**src/rtl/golden_run_sequencer_if.sv**
```systemverilog
// rtl/golden_run_sequencer_if.sv - campaign-controller <-> run sequencer bus (GOLDEN_CMP_EN adds compare ports)
interface golden_run_sequencer_if #(
  parameter int PORT_WIDTH = 8,
  parameter int NUM_PORTS  = 3,
  parameter int CNT_WIDTH  = 16
);
  logic                            start;
  logic [NUM_PORTS*PORT_WIDTH-1:0] ports_in;
  logic                            dut_reset;
  logic                            busy;
  logic                            done;
  logic [CNT_WIDTH-1:0]            cycle_count;
  logic [31:0]                     signature;
`ifdef GOLDEN_CMP_EN
  logic [31:0]                     expected_sig;
  logic                            mismatch;

  modport master (output start, ports_in, expected_sig,
                  input  dut_reset, busy, done, cycle_count, signature, mismatch);
  modport slave  (input  start, ports_in, expected_sig,
                  output dut_reset, busy, done, cycle_count, signature, mismatch);
`else
  modport master (output start, ports_in,
                  input  dut_reset, busy, done, cycle_count, signature);
  modport slave  (input  start, ports_in,
                  output dut_reset, busy, done, cycle_count, signature);
`endif
endinterface

```
**src/rtl/golden_run_sequencer.sv**
```systemverilog
// rtl/golden_run_sequencer.sv - core reset phase sequencer with 32-bit MISR signature; GOLDEN_CMP_EN adds golden compare
module golden_run_sequencer #(
  parameter int PORT_WIDTH  = 8,
  parameter int NUM_PORTS   = 3,
  parameter int PRE_CYCLES  = 1,
  parameter int RUN_CYCLES  = 100,
  parameter int HOLD_CYCLES = 900,
  parameter int CNT_WIDTH   = 16
) (
  input  logic                  clock,
  input  logic                  reset,
  golden_run_sequencer_if.slave bus
);
  if (NUM_PORTS * PORT_WIDTH > 32) begin : g_width_err
    $error("NUM_PORTS*PORT_WIDTH must not exceed 32");
  end
  if (PRE_CYCLES < 1 || RUN_CYCLES < 1 || HOLD_CYCLES < 0 ||
      PRE_CYCLES >= (1 << CNT_WIDTH) || RUN_CYCLES >= (1 << CNT_WIDTH) ||
      HOLD_CYCLES >= (1 << CNT_WIDTH)) begin : g_cycles_err
    $error("illegal *_CYCLES parameter");
  end

  typedef enum logic [2:0] {S_IDLE, S_PRE, S_RUN, S_HOLD, S_DONE} state_t;

  localparam logic [31:0]          POLY    = 32'h04C11DB7;
  localparam logic [CNT_WIDTH-1:0] PRE_LD  = CNT_WIDTH'(PRE_CYCLES - 1);
  localparam logic [CNT_WIDTH-1:0] RUN_LD  = CNT_WIDTH'(RUN_CYCLES - 1);
  localparam logic [CNT_WIDTH-1:0] HOLD_LD = CNT_WIDTH'((HOLD_CYCLES == 0) ? 0 : HOLD_CYCLES - 1);
  localparam logic [CNT_WIDTH-1:0] CNT_MAX = '1;
  localparam logic [CNT_WIDTH-1:0] CNT_ONE = CNT_WIDTH'(1);

  state_t               r_state, w_state_nxt;
  logic [CNT_WIDTH-1:0] r_phase_cnt, w_phase_nxt;
  logic [CNT_WIDTH-1:0] r_cycle_count, w_cycle_nxt;
  logic [31:0]          r_sig, w_sig_nxt, w_misr;
  logic                 r_dut_reset, r_busy, r_done;

  assign w_misr = {r_sig[30:0], 1'b0} ^ (r_sig[31] ? POLY : 32'h0) ^ 32'(bus.ports_in);

  always_comb begin
    w_state_nxt = r_state;
    w_phase_nxt = r_phase_cnt;
    w_cycle_nxt = r_cycle_count;
    w_sig_nxt   = r_sig;
    case (r_state)
      S_IDLE, S_DONE: begin
        if (bus.start) begin
          w_sig_nxt   = 32'hFFFF_FFFF;
          w_cycle_nxt = '0;
          w_phase_nxt = PRE_LD;
          w_state_nxt = S_PRE;
        end
      end
      S_PRE: begin
        if (r_phase_cnt == '0) begin
          w_phase_nxt = RUN_LD;
          w_state_nxt = S_RUN;
        end else begin
          w_phase_nxt = r_phase_cnt - CNT_ONE;
        end
      end
      S_RUN: begin
        w_sig_nxt = w_misr;
        if (r_cycle_count != CNT_MAX) w_cycle_nxt = r_cycle_count + CNT_ONE;
        if (r_phase_cnt == '0) begin
          w_phase_nxt = HOLD_LD;
          w_state_nxt = (HOLD_CYCLES == 0) ? S_DONE : S_HOLD;
        end else begin
          w_phase_nxt = r_phase_cnt - CNT_ONE;
        end
      end
      S_HOLD: begin
        if (r_phase_cnt == '0) w_state_nxt = S_DONE;
        else                   w_phase_nxt = r_phase_cnt - CNT_ONE;
      end
      default: w_state_nxt = S_IDLE;
    endcase
  end

  // Status flags are decoded from the next state so they line up with the state register.
  always_ff @(posedge clock or negedge reset) begin
    if (!reset) begin
      r_state       <= S_IDLE;
      r_phase_cnt   <= '0;
      r_cycle_count <= '0;
      r_sig         <= 32'hFFFF_FFFF;
      r_dut_reset   <= 1'b1;
      r_busy        <= 1'b0;
      r_done        <= 1'b0;
    end else begin
      r_state       <= w_state_nxt;
      r_phase_cnt   <= w_phase_nxt;
      r_cycle_count <= w_cycle_nxt;
      r_sig         <= w_sig_nxt;
      r_dut_reset   <= (w_state_nxt != S_RUN);
      r_busy        <= (w_state_nxt == S_PRE) || (w_state_nxt == S_RUN) || (w_state_nxt == S_HOLD);
      r_done        <= (w_state_nxt == S_DONE);
    end
  end

`ifdef GOLDEN_CMP_EN
  logic r_mismatch;

  // Compare the final signature as it is written, so HOLD_CYCLES=0 needs no extra cycle.
  always_ff @(posedge clock or negedge reset) begin
    if (!reset) begin
      r_mismatch <= 1'b0;
    end else if (w_state_nxt == S_DONE && r_state != S_DONE) begin
      r_mismatch <= (w_sig_nxt != bus.expected_sig);
    end else if (w_state_nxt == S_PRE) begin
      r_mismatch <= 1'b0;
    end
  end

  assign bus.mismatch = r_mismatch;
`endif

  assign bus.dut_reset   = r_dut_reset;
  assign bus.busy        = r_busy;
  assign bus.done        = r_done;
  assign bus.cycle_count = r_cycle_count;
  assign bus.signature   = r_sig;
endmodule

```
**src/flat_wrapper.sv**
```systemverilog
// flat-port wrapper written by rule: the top's interface ports become plain ports
module golden_run_sequencer_flat 
#(
  parameter int PORT_WIDTH  = 8,
  parameter int NUM_PORTS   = 3,
  parameter int PRE_CYCLES  = 1,
  parameter int RUN_CYCLES  = 100,
  parameter int HOLD_CYCLES = 900,
  parameter int CNT_WIDTH   = 16
)
  (clock, reset, bus_start, bus_ports_in, bus_dut_reset, bus_busy, bus_done, bus_cycle_count, bus_signature);
  golden_run_sequencer_if #(.PORT_WIDTH(PORT_WIDTH), .NUM_PORTS(NUM_PORTS), .CNT_WIDTH(CNT_WIDTH)) bus_i ();
  input  logic clock;
  input  logic reset;
  input wire logic [$bits(bus_i.start)-1:0] bus_start;
  input wire logic [$bits(bus_i.ports_in)-1:0] bus_ports_in;
  output wire logic [$bits(bus_i.dut_reset)-1:0] bus_dut_reset;
  output wire logic [$bits(bus_i.busy)-1:0] bus_busy;
  output wire logic [$bits(bus_i.done)-1:0] bus_done;
  output wire logic [$bits(bus_i.cycle_count)-1:0] bus_cycle_count;
  output wire logic [$bits(bus_i.signature)-1:0] bus_signature;
  assign bus_i.start = bus_start;
  assign bus_i.ports_in = bus_ports_in;
  assign bus_dut_reset = bus_i.dut_reset;
  assign bus_busy = bus_i.busy;
  assign bus_done = bus_i.done;
  assign bus_cycle_count = bus_i.cycle_count;
  assign bus_signature = bus_i.signature;
  golden_run_sequencer #(.PORT_WIDTH(PORT_WIDTH), .NUM_PORTS(NUM_PORTS), .PRE_CYCLES(PRE_CYCLES), .RUN_CYCLES(RUN_CYCLES), .HOLD_CYCLES(HOLD_CYCLES), .CNT_WIDTH(CNT_WIDTH)) u_core (.clock(clock), .reset(reset), .bus(bus_i));
endmodule
```
**config.mk**
```make
export PLATFORM = sky130hd
export DESIGN_NAME = golden_run_sequencer_flat
export DESIGN_NICKNAME = d
export VERILOG_FILES = /design/src/rtl/golden_run_sequencer_if.sv /design/src/rtl/golden_run_sequencer.sv /design/src/flat_wrapper.sv
export SDC_FILE = /design/constraint.sdc
export NUM_CORES = 1
export LEC_CHECK = 0
export ABC_AREA = 0
export BUFFER_PORTS_ARGS = -buffer_cell sky130_fd_sc_hd__buf_2
export CORE_AREA = 2 2 112 114
export CTS_CLUSTER_DIAMETER = 150
export DETAILED_ROUTE_END_ITERATION = 7
export DIE_AREA = 0 0 114 116
export SETUP_SLACK_MARGIN = 0.15
export SLEW_MARGIN = 5
export SYNTH_ARGS = -nofsm -noshare
export SYNTH_HDL_FRONTEND = slang
export SYNTH_SLANG_ARGS = --single-unit
export TNS_END_PERCENT = 50
```
**constraint.sdc**
```tcl
create_clock -name clock -period 2.6 [get_ports clock]
set_clock_uncertainty 0.1 [all_clocks]
set_input_delay 0.13 -clock clock [delete_from_list [all_inputs] [get_ports clock]]
set_output_delay 0.13 -clock clock [all_outputs]
set_load 0.02 [all_outputs]
```
# After elaboration in Yosys (flattened, before gate mapping)
# Cells that the tools add are included.
[totals] ff_bits=70 input_bits=27 output_inout_bits=51 wordCells=49
[op_classes] add_sub_neg=2 eq_ne=13 n_mux=15 n_bitwise=2 n_reduce_logical=10
[ops] operator="2-to-1 mux 16 bit" n=5
[ops] operator="one-hot mux 16 bit (4 select lines)" n=1
[ops] operator="one-hot mux 32 bit (2 select lines)" n=1
[ops] operator="2-to-1 mux 32 bit" n=1
[ops] operator="one-hot mux 16 bit (2 select lines)" n=1
[ops] operator="bitwise XOR 32 x 24 -> 32 bit" n=1
[ops] operator="bitwise XOR 32 bit" n=1
[ops] operator="2-to-1 mux 27 bit" n=1
[ops] operator="adder 16 x 1 -> 16 bit, second input constant" n=1
[ops] operator="logical NOT 16 bit" n=1
[ops] operator="inequality test 16 bit, second input constant" n=1
[ops] operator="subtractor 16 x 1 -> 16 bit, second input constant" n=1
[ops] operator="equality test 3 x 2 -> 1 bit, second input constant" n=4
[ops] operator="2-to-1 mux 3 bit" n=4
[ops] operator="one-hot mux 3 bit (4 select lines)" n=1
[ops] operator="equality test 3 x 1 -> 1 bit, second input constant" n=2
[ops] operator="equality test 3 bit, second input constant" n=2
[ops] operator="AND reduction 3 bit" n=2
[ops] operator="inequality test 2 bit, second input constant" n=2
[ops] operator="nonzero test 4 bit" n=1
[ops] operator="logical NOT 3 bit" n=1
[ops] operator="inequality test 3 x 2 -> 1 bit, second input constant" n=1
[ops] operator="logical OR 1 bit" n=2
[ops] operator="inequality test 2 x 1 -> 1 bit, second input constant" n=1
[ops] operator="3 further kinds" n=3

# Logic depth before layout (Yosys ltp)
[logic_depth] ltp_word=6 ltp_mapped=9 depth_no_buf=7

# Worst setup path after synthesis
# OpenSTA, ideal clock, no wires.
[synth_path] path_kind="reg2reg" from="register u_core.r_phase_cnt[8]" to="register u_core.r_phase_cnt[5]" setup_ns=0.082 t_arrival_ns=2.251 t_required_ns=2.418 slack_ns=0.167 stages_incl_launch_ff=9 path_buffers=3 synth_period_minus_slack_ns=2.433 path_cell_list="dfrtp_1 -> or4_1 -> buf_2 -> or3_1 -> buf_2 -> or2_1 -> buf_6 -> mux2_4 -> o22ai_2"
[synth_via] elab_chain_len=3 elab_cells_between_ends=6 classes_between="1 x eq/ne; 3 x mux; 2 x reduce/logical"
[synth_lines] item="from (decl)" line="golden_run_sequencer.sv:33" source="logic [CNT_WIDTH-1:0] r_phase_cnt, w_phase_nxt;"
[synth_lines] item="from (signal assigned)" line="golden_run_sequencer.sv:92" source="r_phase_cnt <= w_phase_nxt;"
[synth_lines] item="logical NOT 16 bit *" line="golden_run_sequencer.sv:55, golden_run_sequencer.sv:65, golden_run_sequencer.sv:73"
[synth_lines] item="2-to-1 mux 16 bit, or another cell as far along" line="golden_run_sequencer.sv:65" source="if (r_phase_cnt == '0) begin"
[synth_lines] item="one-hot mux 16 bit (4 select lines) / AND reduction 3 bit (equally long branches)"
# Every way passes the cells marked *; elsewhere a longest branch is shown, timed or not.
# A chain may end at the register's enable or synchronous reset.

# Final worst setup path
[layout_path] from="register u_core.r_phase_cnt[9]" to="register u_core.r_phase_cnt[15]"
[layout_via] elab_chain_len=3 elab_cells_between_ends=8 classes_between="1 x add/sub; 1 x eq/ne; 4 x mux; 2 x reduce/logical"
[layout_lines] item="subtractor 16 x 1 -> 16 bit / logical NOT 16 bit (equally long branches)"
[layout_lines] item="2-to-1 mux 16 bit, or another cell as far along" line="golden_run_sequencer.sv:73" source="if (r_phase_cnt == '0) w_state_nxt = S_DONE;"
[layout_lines] item="one-hot mux 16 bit (4 select lines) / AND reduction 3 bit (equally long branches)"
# Parallel ways exist; a longest one is shown, timed or not. The select of a mux whose other input is x is not followed.

==> run summary <==
Status: finished, final reports clean
Fill cell count: 1,189
Multi-input logic area: 0.00167 mm^2
CTS HTree Levels: 3
Post-Syn Area: 0.00356 mm^2
Kind of critical path: reg -> reg
Sequential Area: 0.00179 mm^2
Number of synthesized flops with an enable pin: 0
Syn_nets: 386
Drt via density: 4.95
Post-DP Area: 0.00417 mm^2
Num CTS Buffers: 9
Row count: 40
NumNets Final: 481
Setup TNS: 0 ns
Switching fraction of total power: 39.1%
Worst-margin pin slew: 0.483 ns
Clock power frac: 21.9%
CTS root buffer: clkbuf_16
Area leader, netlist: dfrtp_1
Min Tclk post-route: 2.39 ns
Post-layout util: 38.7%
Reg power frac: 38.1%
CTS tree: yes
Met3 Use GR: 3.56%
Area growth from synthesis to layout: 29.5%
Final period utilization: 91.7%
Antenna Nets Post-Route: 0
Via count: 2,992
Die width: 114 um
Buf/Inv on CP: 1
Syn_area_per_cell: 9.97 um^2
Async set-or-reset flop fraction in the synthesized netlist: 100%
Crit. End Element: register
Largest net degree at the start of global routing: 71
Synth Flop Type: dfrtp_1
Io pins: 78
VDD IR-drop max: 0.437 mV
Count leader, synth: nor2_1
Clock Pin Slew Worst Setup and Hold Paths: 0.06 ns
Initial drt markers: 215
CP Data Required Time: 2.75 ns
Final setup margin: 0.215 ns
Clock sink total: 70
Finished Layout Cells: 604
Global route overflow: 0
Drt wl/cell: 14.3 um
First-pass GRT wire length: 14.2 mm
Area share of the leading cell type in the synthesized netlist: 26.0%
Buffers on Ports: 77
Routed WL: 8.64 mm
Post-synth top cells: 46 x nor2_1, 41 x a21oi_1, 37 x dfrtp_1
Clk buf depth: 2
Crit path cell chain: or4_4, or3_4, buf_4, or4b_1, a21oi_1
GP Congestion: 0.802
Cell count after synthesis: 357
RSZ-0062 raised after global routing: true
Antenna violations before repair: 0
Netlist cell types: 52
Combinational fraction of design power: 39.9%
Lkg Pwr: 1.95 nW
Vias in the first global route: 2,948
Die area: 0.0132 mm^2
M1 GR Usage: 17.0%
Tot Pwr: 5.36 mW
Final Hold Vio Count: 0
Kind of cell adding the most delay to the critical path: simple AND/OR/NAND/NOR gates
Sequential-to-total area share from yosys stat: 50.4%
Largest stage delay on the critical path: 0.59 ns
Min-delay worst type: in -> reg
Die height: 116 um
Worst rel slew slack: 67.4%
Placed insts: 575
Synth area leaders: dfrtp_1 26%, dfstp_2 24%, xnor2_1 7.6%, a21oi_1 5.8%, nor2_1 4.9%
Core area: 0.0119 mm^2
Critical Path Source Type: register
Ys Warns: 0
Yosys reg bits: 70
Tightest hold margin: 0.0313 ns
Post-route design area: 0.00461 mm^2
Drt pass-1 iters: 4
Crit-path max FO: 8
Max Cap Violations: 0
Slowest cell on the critical path: or4_4
Worst EP arrival: 2.54 ns
Setup violations, final: 0
Global-route usage over all layers: 13.4%
Met2 Usage GRT: 22.3%
Maximum clock frequency: 0.419 GHz
# Post-CTS Setup Buffers: 0
Post-DP HPWL: 5.79 mm
Pre-CTS setup slack: 0.0890 ns
Diodes inserted: 0
Post-route DRC: 0
Layout cells sized above 1: 32.8%
Gr busiest metal: met2
Initial Util: 29.9%
Cell-internal power: 3.26 mW
Psw: 2.10 mW
Clk_lat worst skew: 0.33 ns
Cell area power density: 1160 mW/mm^2
Max-slew violation count: 0
## worst min-delay path, stage by stage
cell	delay, ns
buf_2	0.08
xor2_1	0.06
xnor2_1	0.12
a21oi_1	0.06
## path summary, 6_finish.rpt
check	start	end	slack, ns	depth (start not counted)
worst min register to register	u_core.bus.signature[3]	u_core.bus.signature[3]	0.41	2
worst max register to register	u_core.r_phase_cnt[9]	u_core.r_phase_cnt[15]	0.21	5
worst min-delay path	bus_ports_in[12]	u_core.bus.signature[12]	0.03	4
min in group asynchronous	reset	u_core.bus.cycle_count[13]	0.24	3
worst max-delay path	u_core.r_phase_cnt[9]	u_core.r_phase_cnt[15]	0.21	5
max in group asynchronous	reset	u_core.bus.signature[4]	1.78	3
## metal layers
layer	part of all wire, %	wire [um]
met3	4.5	393
met1	45	3880
met5	0	0
met2	50	4290
met4	0.93	80
## power groups by stage
| stage | Clock (mW) | Combinational (mW) | Sequential [mW] |
|---|---|---|---|
| 2_1_floorplan | 0 | 1.24 | 2.23 |
| 3_3_place_gp | 0 | 2.08 | 2.03 |
| 3_5_place_dp | 0 | 2.12 | 2.05 |
| 4_1_cts | 1.22 | 2.15 | 2.04 |
| 5_1_grt | 1.26 | 2.36 | 2.12 |
| 6_report | 1.17 | 2.14 | 2.04 |
## layout by cell type, fill, tap and decap left out, types with 6 or more instances in the layout
cell type and instances:
dfstp_2 33, buf_2 77, or3_1 12, xnor2_1 31
a21oi_1 41, dlygate4sd3_1 13, nand3_1 7, xor2_1 13
buf_4 9, o21ai_1 8, clkbuf_16 10, inv_1 7
nand2_1 20, o22a_1 7, nor4_1 6, nor2_1 46
dfrtp_1 36, nor3_1 6
## cells by family after synthesis
family	synth area share, %
fa+ha+maj	0.703
simple gates	17.5
xor+xnor	10.8
compound gates	15.4
mux	1.83
buf+inv	3.34
flops	50.4
## layout make-up
class	instances	area share [%]
Clock buffer	13	5.89
Sequential cell	70	38.9
Inverter	8	0.652
Tap cell	147	3.99
Multi-Input combinational cell	261	36.2
Clock inverter	3	0.380
Timing Repair Buffer	102	14.0
## state kept, by name, summed over array words and instances (netlist names)
register                count
u_core.bus.dut_reset        1
u_core.r_phase_cnt         16
u_core.r_state              3
u_core.bus.busy             1
u_core.bus.signature       32
u_core.bus.cycle_count     16
u_core.bus.done             1
## timing repair
| item | in CTS | in global routing |
|---|---|---|
| endpoints found under the setup margin | 10 | 9 |
| endpoints found under the hold margin | 49 | 0 |
| gates resized for setup | 2 | 3 |
| pin swaps | 0 | 2 |
| hold buffers | 13 | 0 |
No activity file was read; power rests on OpenSTA's default activity.
